==> src/rtl/alu_cmd_seq.sv <==
// rtl/alu_cmd_seq.sv - operand/opcode entry sequencer feeding a 4-bit ALU
// Button synchronizer/debouncer plus a five-state load/exec/show FSM.

module alu_cmd_seq_btn #(
  parameter int DEBOUNCE_CYCLES = 4
) (
  input  logic clk,
  input  logic rst,
  input  logic i_btn,
  output logic o_press
);

  localparam int CW = (DEBOUNCE_CYCLES > 1) ? $clog2(DEBOUNCE_CYCLES) : 1;
  localparam logic [CW-1:0] CNT_MAX = CW'(DEBOUNCE_CYCLES - 1);

  logic          r_btn_s1;
  logic          r_btn_s;
  logic          r_btn_db;
  logic          r_btn_db_d;
  logic [CW-1:0] r_cnt;
  logic          r_press;

  // Level must disagree with the debounced value for DEBOUNCE_CYCLES edges in a row.
  always_ff @(posedge clk or posedge rst) begin
    if (rst) begin
      r_btn_s1   <= 1'b0;
      r_btn_s    <= 1'b0;
      r_btn_db   <= 1'b0;
      r_btn_db_d <= 1'b0;
      r_cnt      <= '0;
      r_press    <= 1'b0;
    end else begin
      r_btn_s1   <= i_btn;
      r_btn_s    <= r_btn_s1;
      if (r_btn_s != r_btn_db) begin
        if (r_cnt == CNT_MAX) begin
          r_btn_db <= r_btn_s;
          r_cnt    <= '0;
        end else begin
          r_cnt    <= r_cnt + CW'(1);
        end
      end else begin
        r_cnt <= '0;
      end
      r_btn_db_d <= r_btn_db;
      r_press    <= r_btn_db & ~r_btn_db_d;
    end
  end

  assign o_press = r_press;

endmodule

module alu_cmd_seq #(
  parameter int DEBOUNCE_CYCLES = 4
) (
  input  logic       clk,
  input  logic       rst,
  input  logic [3:0] sw,
  input  logic       btn,
  input  logic [3:0] res_in,
  input  logic       car_in,
  input  logic       of_in,
  output logic [3:0] a,
  output logic [3:0] b,
  output logic [2:0] ctrl,
  output logic       op_valid,
  output logic [3:0] res_q,
  output logic       car_q,
  output logic       of_q,
  output logic       done,
  output logic [2:0] state
);

  localparam logic [2:0] S_LOAD_A  = 3'd0;
  localparam logic [2:0] S_LOAD_B  = 3'd1;
  localparam logic [2:0] S_LOAD_OP = 3'd2;
  localparam logic [2:0] S_EXEC    = 3'd3;
  localparam logic [2:0] S_SHOW    = 3'd4;

  logic       w_press;
  logic [2:0] r_state;
  logic [2:0] w_next;
  logic       w_load_a;
  logic       w_load_b;
  logic       w_load_op;
  logic       w_capture;
  logic       w_op_valid;
  logic       w_done;
  logic [3:0] r_a;
  logic [3:0] r_b;
  logic [2:0] r_ctrl;
  logic [3:0] r_res;
  logic       r_car;
  logic       r_of;

  alu_cmd_seq_btn #(
    .DEBOUNCE_CYCLES(DEBOUNCE_CYCLES)
  ) u_btn (
    .clk    (clk),
    .rst    (rst),
    .i_btn  (btn),
    .o_press(w_press)
  );

  always_ff @(posedge clk or posedge rst) begin
    if (rst) begin
      r_state <= S_LOAD_A;
    end else begin
      r_state <= w_next;
    end
  end

  // Codes 5-7 fall into the default arm and recover to LOAD_A.
  always_comb begin
    w_next = S_LOAD_A;
    case (r_state)
      S_LOAD_A:  w_next = w_press ? S_LOAD_B  : S_LOAD_A;
      S_LOAD_B:  w_next = w_press ? S_LOAD_OP : S_LOAD_B;
      S_LOAD_OP: w_next = w_press ? S_EXEC    : S_LOAD_OP;
      S_EXEC:    w_next = S_SHOW;
      S_SHOW:    w_next = w_press ? S_LOAD_A  : S_SHOW;
      default:   w_next = S_LOAD_A;
    endcase
  end

  always_comb begin
    w_load_a   = 1'b0;
    w_load_b   = 1'b0;
    w_load_op  = 1'b0;
    w_capture  = 1'b0;
    w_op_valid = 1'b0;
    w_done     = 1'b0;
    case (r_state)
      S_LOAD_A:  w_load_a  = w_press;
      S_LOAD_B:  w_load_b  = w_press;
      S_LOAD_OP: w_load_op = w_press;
      S_EXEC: begin
        w_op_valid = 1'b1;
        w_capture  = 1'b1;
      end
      S_SHOW:    w_done    = 1'b1;
      default:   w_done    = 1'b0;
    endcase
  end

  // Operands only move on their own load edge so the ALU is settled through EXEC.
  always_ff @(posedge clk or posedge rst) begin
    if (rst) begin
      r_a    <= 4'h0;
      r_b    <= 4'h0;
      r_ctrl <= 3'h0;
      r_res  <= 4'h0;
      r_car  <= 1'b0;
      r_of   <= 1'b0;
    end else begin
      if (w_load_a) begin
        r_a <= sw;
      end
      if (w_load_b) begin
        r_b <= sw;
      end
      if (w_load_op) begin
        r_ctrl <= sw[2:0];
      end
      if (w_capture) begin
        r_res <= res_in;
        r_car <= car_in;
        r_of  <= of_in;
      end
    end
  end

  assign a        = r_a;
  assign b        = r_b;
  assign ctrl     = r_ctrl;
  assign res_q    = r_res;
  assign car_q    = r_car;
  assign of_q     = r_of;
  assign op_valid = w_op_valid;
  assign done     = w_done;
  assign state    = r_state;

endmodule
==> config.mk <==
export PLATFORM = sky130hd
export DESIGN_NAME = alu_cmd_seq
export DESIGN_NICKNAME = d
export VERILOG_FILES = /design/src/rtl/alu_cmd_seq.sv
export SDC_FILE = /design/constraint.sdc
export NUM_CORES = 1
export LEC_CHECK = 0
export CAP_MARGIN = 20
export CORE_UTILIZATION = 44
export DETAILED_ROUTE_END_ITERATION = 10
export GPL_TIMING_DRIVEN = 0
export PLACE_DENSITY = 0.75
export SLEW_MARGIN = 20
export SYNTH_ARGS = -nofsm -noshare
export SYNTH_HDL_FRONTEND = slang
export SYNTH_SLANG_ARGS = --single-unit
==> constraint.sdc <==
create_clock -name clk -period 1.49 [get_ports clk]
set_clock_uncertainty 0.05 [all_clocks]
set_input_delay 0.2235 -clock clk [delete_from_list [all_inputs] [get_ports clk]]
set_output_delay 0.2235 -clock clk [all_outputs]
set_load 0.05 [all_outputs]
==> results_dict.tcl <==
set metrics [dict create \
    status "finished with violations" \
    violations "negative setup slack" \
    grt_overflow 0 \
    initial_utilization_pct 47.3 \
    h-tree-depth 1 \
    timing.reg2reg.setup_slack_ns 0.02 \
    ys_types 20 \
    synth_edf_count 0 \
    fmaxAchievable_mhz 659 \
    finalNetCount 125 \
    dpl.hpwl_microns 1420 \
    vias 682 \
    async_flop_share_pct 100 \
    clockBufferDepth 2 \
    critPathMaxFanout 6 \
    path_cells "buf_6, nor3b_4, buf_6" \
    drive_gt1_share_pct 55.5 \
    required_ns 1.22 \
    cp_common_cell "buf_6" \
    ys_ff_latch 27 \
    worstSetupPathType "register to primary output" \
    clkSlewWorstSetupHoldPaths_ns 0.14 \
    dieArea_sq_mm 0.00263 \
    slew_violations 0 \
    fin_area_sq_mm 0.00151 \
    grt_pass1_vias 694 \
    rsz0062_at_grt "yes" \
    maxCapViolCount 0 \
    cts_buffers 3 \
    nFillCells 184 \
    core_sq_mm 0.00225 \
    syn_area_sq_mm 0.00107 \
    avgViaCountPerCell 4.94 \
    pre_cts_ws_ns -0.524 \
    post-route-period-util_pct 102 \
    ioPinCount 35 \
    yosysWarnings 0 \
    ant_nets 0 \
    relSlewSlack_pct 63.7 \
    tightestPinTransition_ns 0.544 \
    die_h_microns 51.3 \
    post-route-min-period_ns 1.52 \
    grt_pass1_wl_microns 3250 \
    worstSetupStartpointType "register" \
    syn_nets 81 \
    rows 17 \
    antenna_found_initial 0 \
    critPathMaxStageDelay_ns 0.43 \
    io_buffers 34 \
    clk_latency_ns 0.31 \
    hold_viol 0 \
    synth_top_flop_cell "dfrtp_1" \
    routed_wl_microns 1980 \
    placed_cell_area_sq_mm 0.00149 \
    wl_per_cell_microns 14.3 \
    setup_slack_ns -0.0277 \
    grt_max_degree 28 \
    worstPathArrival_ns 1.24 \
    drtIter0Drc 4 \
    cts_tree "yes" \
    syn_inst 67 \
    crit_path_end_kind "primary output" \
    setup_viol 3 \
    slowest_stage "dfrtp_2" \
    place_congestion 0.659 \
    min_path_type "input pin to asynchronous set/reset pin" \
    dr.pass1.iters 3 \
    dieWidth_microns 51.3 \
    drcViolationCount 0 \
    clock_sink_count 27 \
    syn_area_per_cell_sq_um 15.9 \
    antenna_cells 0 \
    yosysSeqAreaShare_pct 63.3 \
    grt_usage_pct 17.3 \
    cts-root-buf "clkbuf_4" \
    areaGrowthSynthToFinish_pct 41.6 \
]
-- worst max-delay path, delay by kind of cell, from the launching register on --
kind                   cells  cell delay (ns)
DFF                        1             0.43
buffers and inverters      2             0.32
and+or+nand+nor            1             0.19
-- cell usage after synthesis (2+ instances only) --
cell type | instances | area [sq um]
a21oi_1 | 2 | 10.0
dfrtp_1 | 27 | 676
inv_1 | 2 | 7.51
mux2_2 | 18 | 203
nand2b_1 | 2 | 12.5
nor2b_1 | 2 | 12.5
-- cell type report --
class,instances,area (sq um),share of cell area [%]
multi-input cells,36,423,28.0
flip-flops and latches,27,679,45.0
well taps,28,35.0,2.32
plain buffers,2,22.5,1.49
repair buffers,39,310,20.5
clock buffers,3,22.5,1.49
clock inverters,1,7.51,0.497
inverters,2,11.3,0.745
-- kinds of logic (layout without fill, tap and decap cells) --
kind of cell,Yosys count,in the layout,share of synthesized area [%]
buffers and inverters,4,47,2.46
AO/OA/AOI/OAI,2,2,0.938
adder cells (fa/ha/maj),1,1,1.17
AND/OR/NAND/NOR,14,14,12.3
multiplexers,18,18,19.0
flip-flops,27,27,63.3
XOR/XNOR,1,1,0.821
-- repair_timing --
action,in CTS,in global routing
setup endpoints to repair,26,24
resized for setup,62,17
hold buffers,0,0
pin swaps,1,2
setup buffers,5,0
cloned,0,0
-- metrics by stage --
step | TNS [ns] | hold slack, ns | instances | util [%]
2_1_floorplan | -0.341 | 0.205 | 67 | -
3_5_place_dp | -1.73 | 0.304 | 129 | 66.0
5_1_grt | -0.322 | 0.253 | 138 | 67.0
6_report | -0.0303 | 0.204 | 138 | 67.0
3_3_place_gp | -1.11 | 0.291 | 129 | 66.0
4_1_cts | -0.102 | 0.273 | 138 | 70.4
-- flip-flops by register name, indices dropped and copies added (netlist names) --
name,cells
state,3
car_q,1
ctrl,3
u_btn.r_btn_s,1
res_q,4
u_btn.r_btn_db,1
a,4
u_btn.o_press,1
of_q,1
b,4
u_btn.r_btn_db_d,1
u_btn.r_btn_s1,1
u_btn.r_cnt,2
-- per-layer routing --
metal | vias up | GRT usage [%] | share of wire, %
li1 | 320 | - | -
met1 | 354 | 24.6 | 45
met2 | 6 | 26.5 | 52
met3 | 2 | 3.57 | 2.0
met4 | 0 | 5.41 | 0.71
met5 | - | 0 | 0
-- final timing paths --
check                                          from                  endpoint  depth (start not counted)
max in group asynchronous                       rst        state[0]$_DFF_PP0_                          2
min in group clk                                btn  u_btn.r_btn_s1$_DFF_PP0_                          1
min                                             rst  u_btn.r_cnt[0]$_DFF_PP0_                          2
min reg2reg                u_btn.r_btn_s1$_DFF_PP0_   u_btn.r_btn_s$_DFF_PP0_                          0
max reg2reg                      state[1]$_DFF_PP0_          b[0]$_DFFE_PP0P_                          3
max                              state[0]$_DFF_PP0_                      done                          3
-- cell usage in the layout, fill, tap and decap left out, types with 2 or more instances in the layout --
master / count
a21oi_1: 2
clkbuf_2: 16
clkdlybuf4s15_2: 3
buf_6: 6
clkdlybuf4s50_1: 12
nand2b_1: 2
clkbuf_4: 3
nor2b_1: 2
dfrtp_1: 24
mux2_2: 8
dfrtp_2: 3
mux2_4: 10
clkinvlp_4: 2
buf_4: 3
Power is not shown: default switching activity piles up to over one toggle a cycle in this logic, so the estimate is an artifact.
==> edit (same settings) <==
Register the input `res_in` before use, cleared by the reset. The logic sees it one clock later. The other inputs are not delayed to match.
--- a/src/rtl/alu_cmd_seq.sv
+++ b/src/rtl/alu_cmd_seq.sv
@@ -77,6 +77,16 @@
   localparam logic [2:0] S_LOAD_OP = 3'd2;
   localparam logic [2:0] S_EXEC    = 3'd3;
   localparam logic [2:0] S_SHOW    = 3'd4;
+
+  logic [3:0] res_r;
+
+  always_ff @(posedge clk or posedge rst) begin
+    if (rst) begin
+      res_r <= '0;
+    end else begin
+      res_r <= res_in;
+    end
+  end
 
   logic       w_press;
   logic [2:0] r_state;
@@ -164,7 +174,7 @@
         r_ctrl <= sw[2:0];
       end
       if (w_capture) begin
-        r_res <= res_in;
+        r_res <= res_r;
         r_car <= car_in;
         r_of  <= of_in;
       end
Function: no difference found for any inputs over 10 cycles, from zero or initial values and one cycle with rst high; that may be too few to reach the edited logic, so the function may still have changed.
==> edit against the original RTL <==
The run still ends with negative setup slack left; routed wire length grew 17%; cell area up 14%; utilization is 2.0 points higher; area after synthesis rose by 10%; maximum frequency fell by 1.9%; sequential share of layout area grew 0.19 points; setup slack lost 29 ps; sequential cell count is 4 higher; cell count is 12% higher; die area is 9.8% higher; worst hold slack improved by 34 ps; first-iteration DRC count rose by 50%; highest routed layer unchanged.
==> edit: results (changes against the original RTL) <==
outcome complete, but fails checks; failing checks negative setup slack; CTS clk-pin slew, worst paths 90 ps (-50 ps); antenna cells 0 (unchanged); cts bufs inserted 5 (+2); placed cell area 0.00160 sq mm (+7.2%); largest net degree at the start of global routing 32 (+14%); met3 Track Usage GR 0.0932 (+0.0575); layout cells sized above 1 0.576 (+0.0215); peak fanout along the critical path 5 (-1); met2 routed WL 1.21 mm (+18%); H-tree depth 2 (+1); most frequent cells after synthesis dfrtp_1, mux2_2, a21oi_1, inv_1, nor2b_1; Syn. warnings 0 (unchanged); Overflow after GRT 0 (unchanged); Top Layer Used met4; post-synthesis cell type count 21 (+5.0%); met1 Use GR 0.224 (-0.0216); worst hold path class in2async; Final Worst Setup Slack -57.1 ps (-29.4 ps); vias in the first global route 716 (+3.2%); final setup fails 9 (+6); maximum root-to-sink buffer count 2 (unchanged); Placement Setup Slack -536 ps (-11.7 ps); I/O Buffers 34 (unchanged); Area contributors post-synth dfrtp_1, mux2_2, nor4b_4; postcts setup bufs 4 (-1); DR iter-0 viols 6 (+2); CTS root buf clkbuf_4; sequential share of the synthesized area 0.660 (+0.0265); post-CTS sizing 60 (-3.2%); nets 139 (+11%); internal power 0.00231 W; slew margin rel. 0.588 (-0.0488); GR Util All Layers 0.187 (+0.0141); Leak approximately 0.82 nW; via/cell ratio 4.94 (-0.13%); TNS Setup -336 ps (-306 ps); DR WL/cell 14.9 um (+3.8%); Post-synth EDFFs 0 (unchanged); Top delay family on crit path flip-flops; GR Layer Usage met2 0.276 (+0.0104); first-pass GRT wire length 3.53 mm (+8.5%); met3 WL 106 um (+170%); First-pass DRT Iterations 3 (unchanged); clock latency on the worst-skew pair 330 ps (+20 ps); GP Congestion 0.692 (+5.0%); syn nets 85 (+4.9%); initial antenna violation count 0 (unchanged); M1 wire length 954 um (+6.0%)
edit: changes by cell type in the layout (fill, tap and decap cells not counted), sizes merged:
cell	change
buf	+8
dfrtp	+4
clkbuf	+2
clkdlybuf4s15	+1
clkdlybuf4s18	+1
clkinv	+1
clkinvlp	-1
dlygate4sd2	-1
nand2b	-1
or2b	+1
edit: area by class of cell:
cell class | count | area (sq um)
buffer | 2 | 26.3
inverter | 2 | 11.3
clock buffer | 6 | 51.3
timing repair buffer | 47 | 388
tap | 30 | 37.5
clock inverter | 1 | 5.00
sequential | 31 | 779
multi-input combinational | 36 | 428
fill | 185 | 773
edit: through the flow:
stage               std cells  hold WS (ps)
CTS                       146           260
global route              155           263
finish                    155           238
floorplan                  71           205
global placement          135           287
detailed placement        135           296
edit: power by group through the flow:
stage          clock network (W)  logic [W]  registers [W]
4_1_cts                 0.000503    0.00224        0.00140
5_1_grt                 0.000546    0.00243        0.00143
3_5_place_dp                   0    0.00226        0.00142
3_3_place_gp                   0    0.00223        0.00139
2_1_floorplan                  0   0.000689        0.00228
6_report                0.000489    0.00231        0.00139
edit: cells by family (layout without fill, tap and decap cells):
kind of cell    count (synthesis)  in the layout  share of synthesized area
buf+inv                         4             58                     0.0287
fa+ha+maj                       1              1                     0.0106
mux                            18             18                      0.172
simple gates                   14             14                      0.113
flops                          31             31                      0.660
compound gates                  2              2                    0.00851
xor+xnor                        1              1                    0.00745
edit: path summary, 6_finish.rpt:
kind                       cells after the start             to      startpoint  slack [ps]
setup reg to reg                               4           b[0]        state[1]         -60
min in group clk                               1       res_r[2]       res_in[2]         280
setup / recovery                               4           b[0]        state[1]         -60
max in group asynchronous                      2       state[0]             rst         720
hold reg to reg                                0  u_btn.r_btn_s  u_btn.r_btn_s1         310
hold / removal                                 2           of_q             rst         240
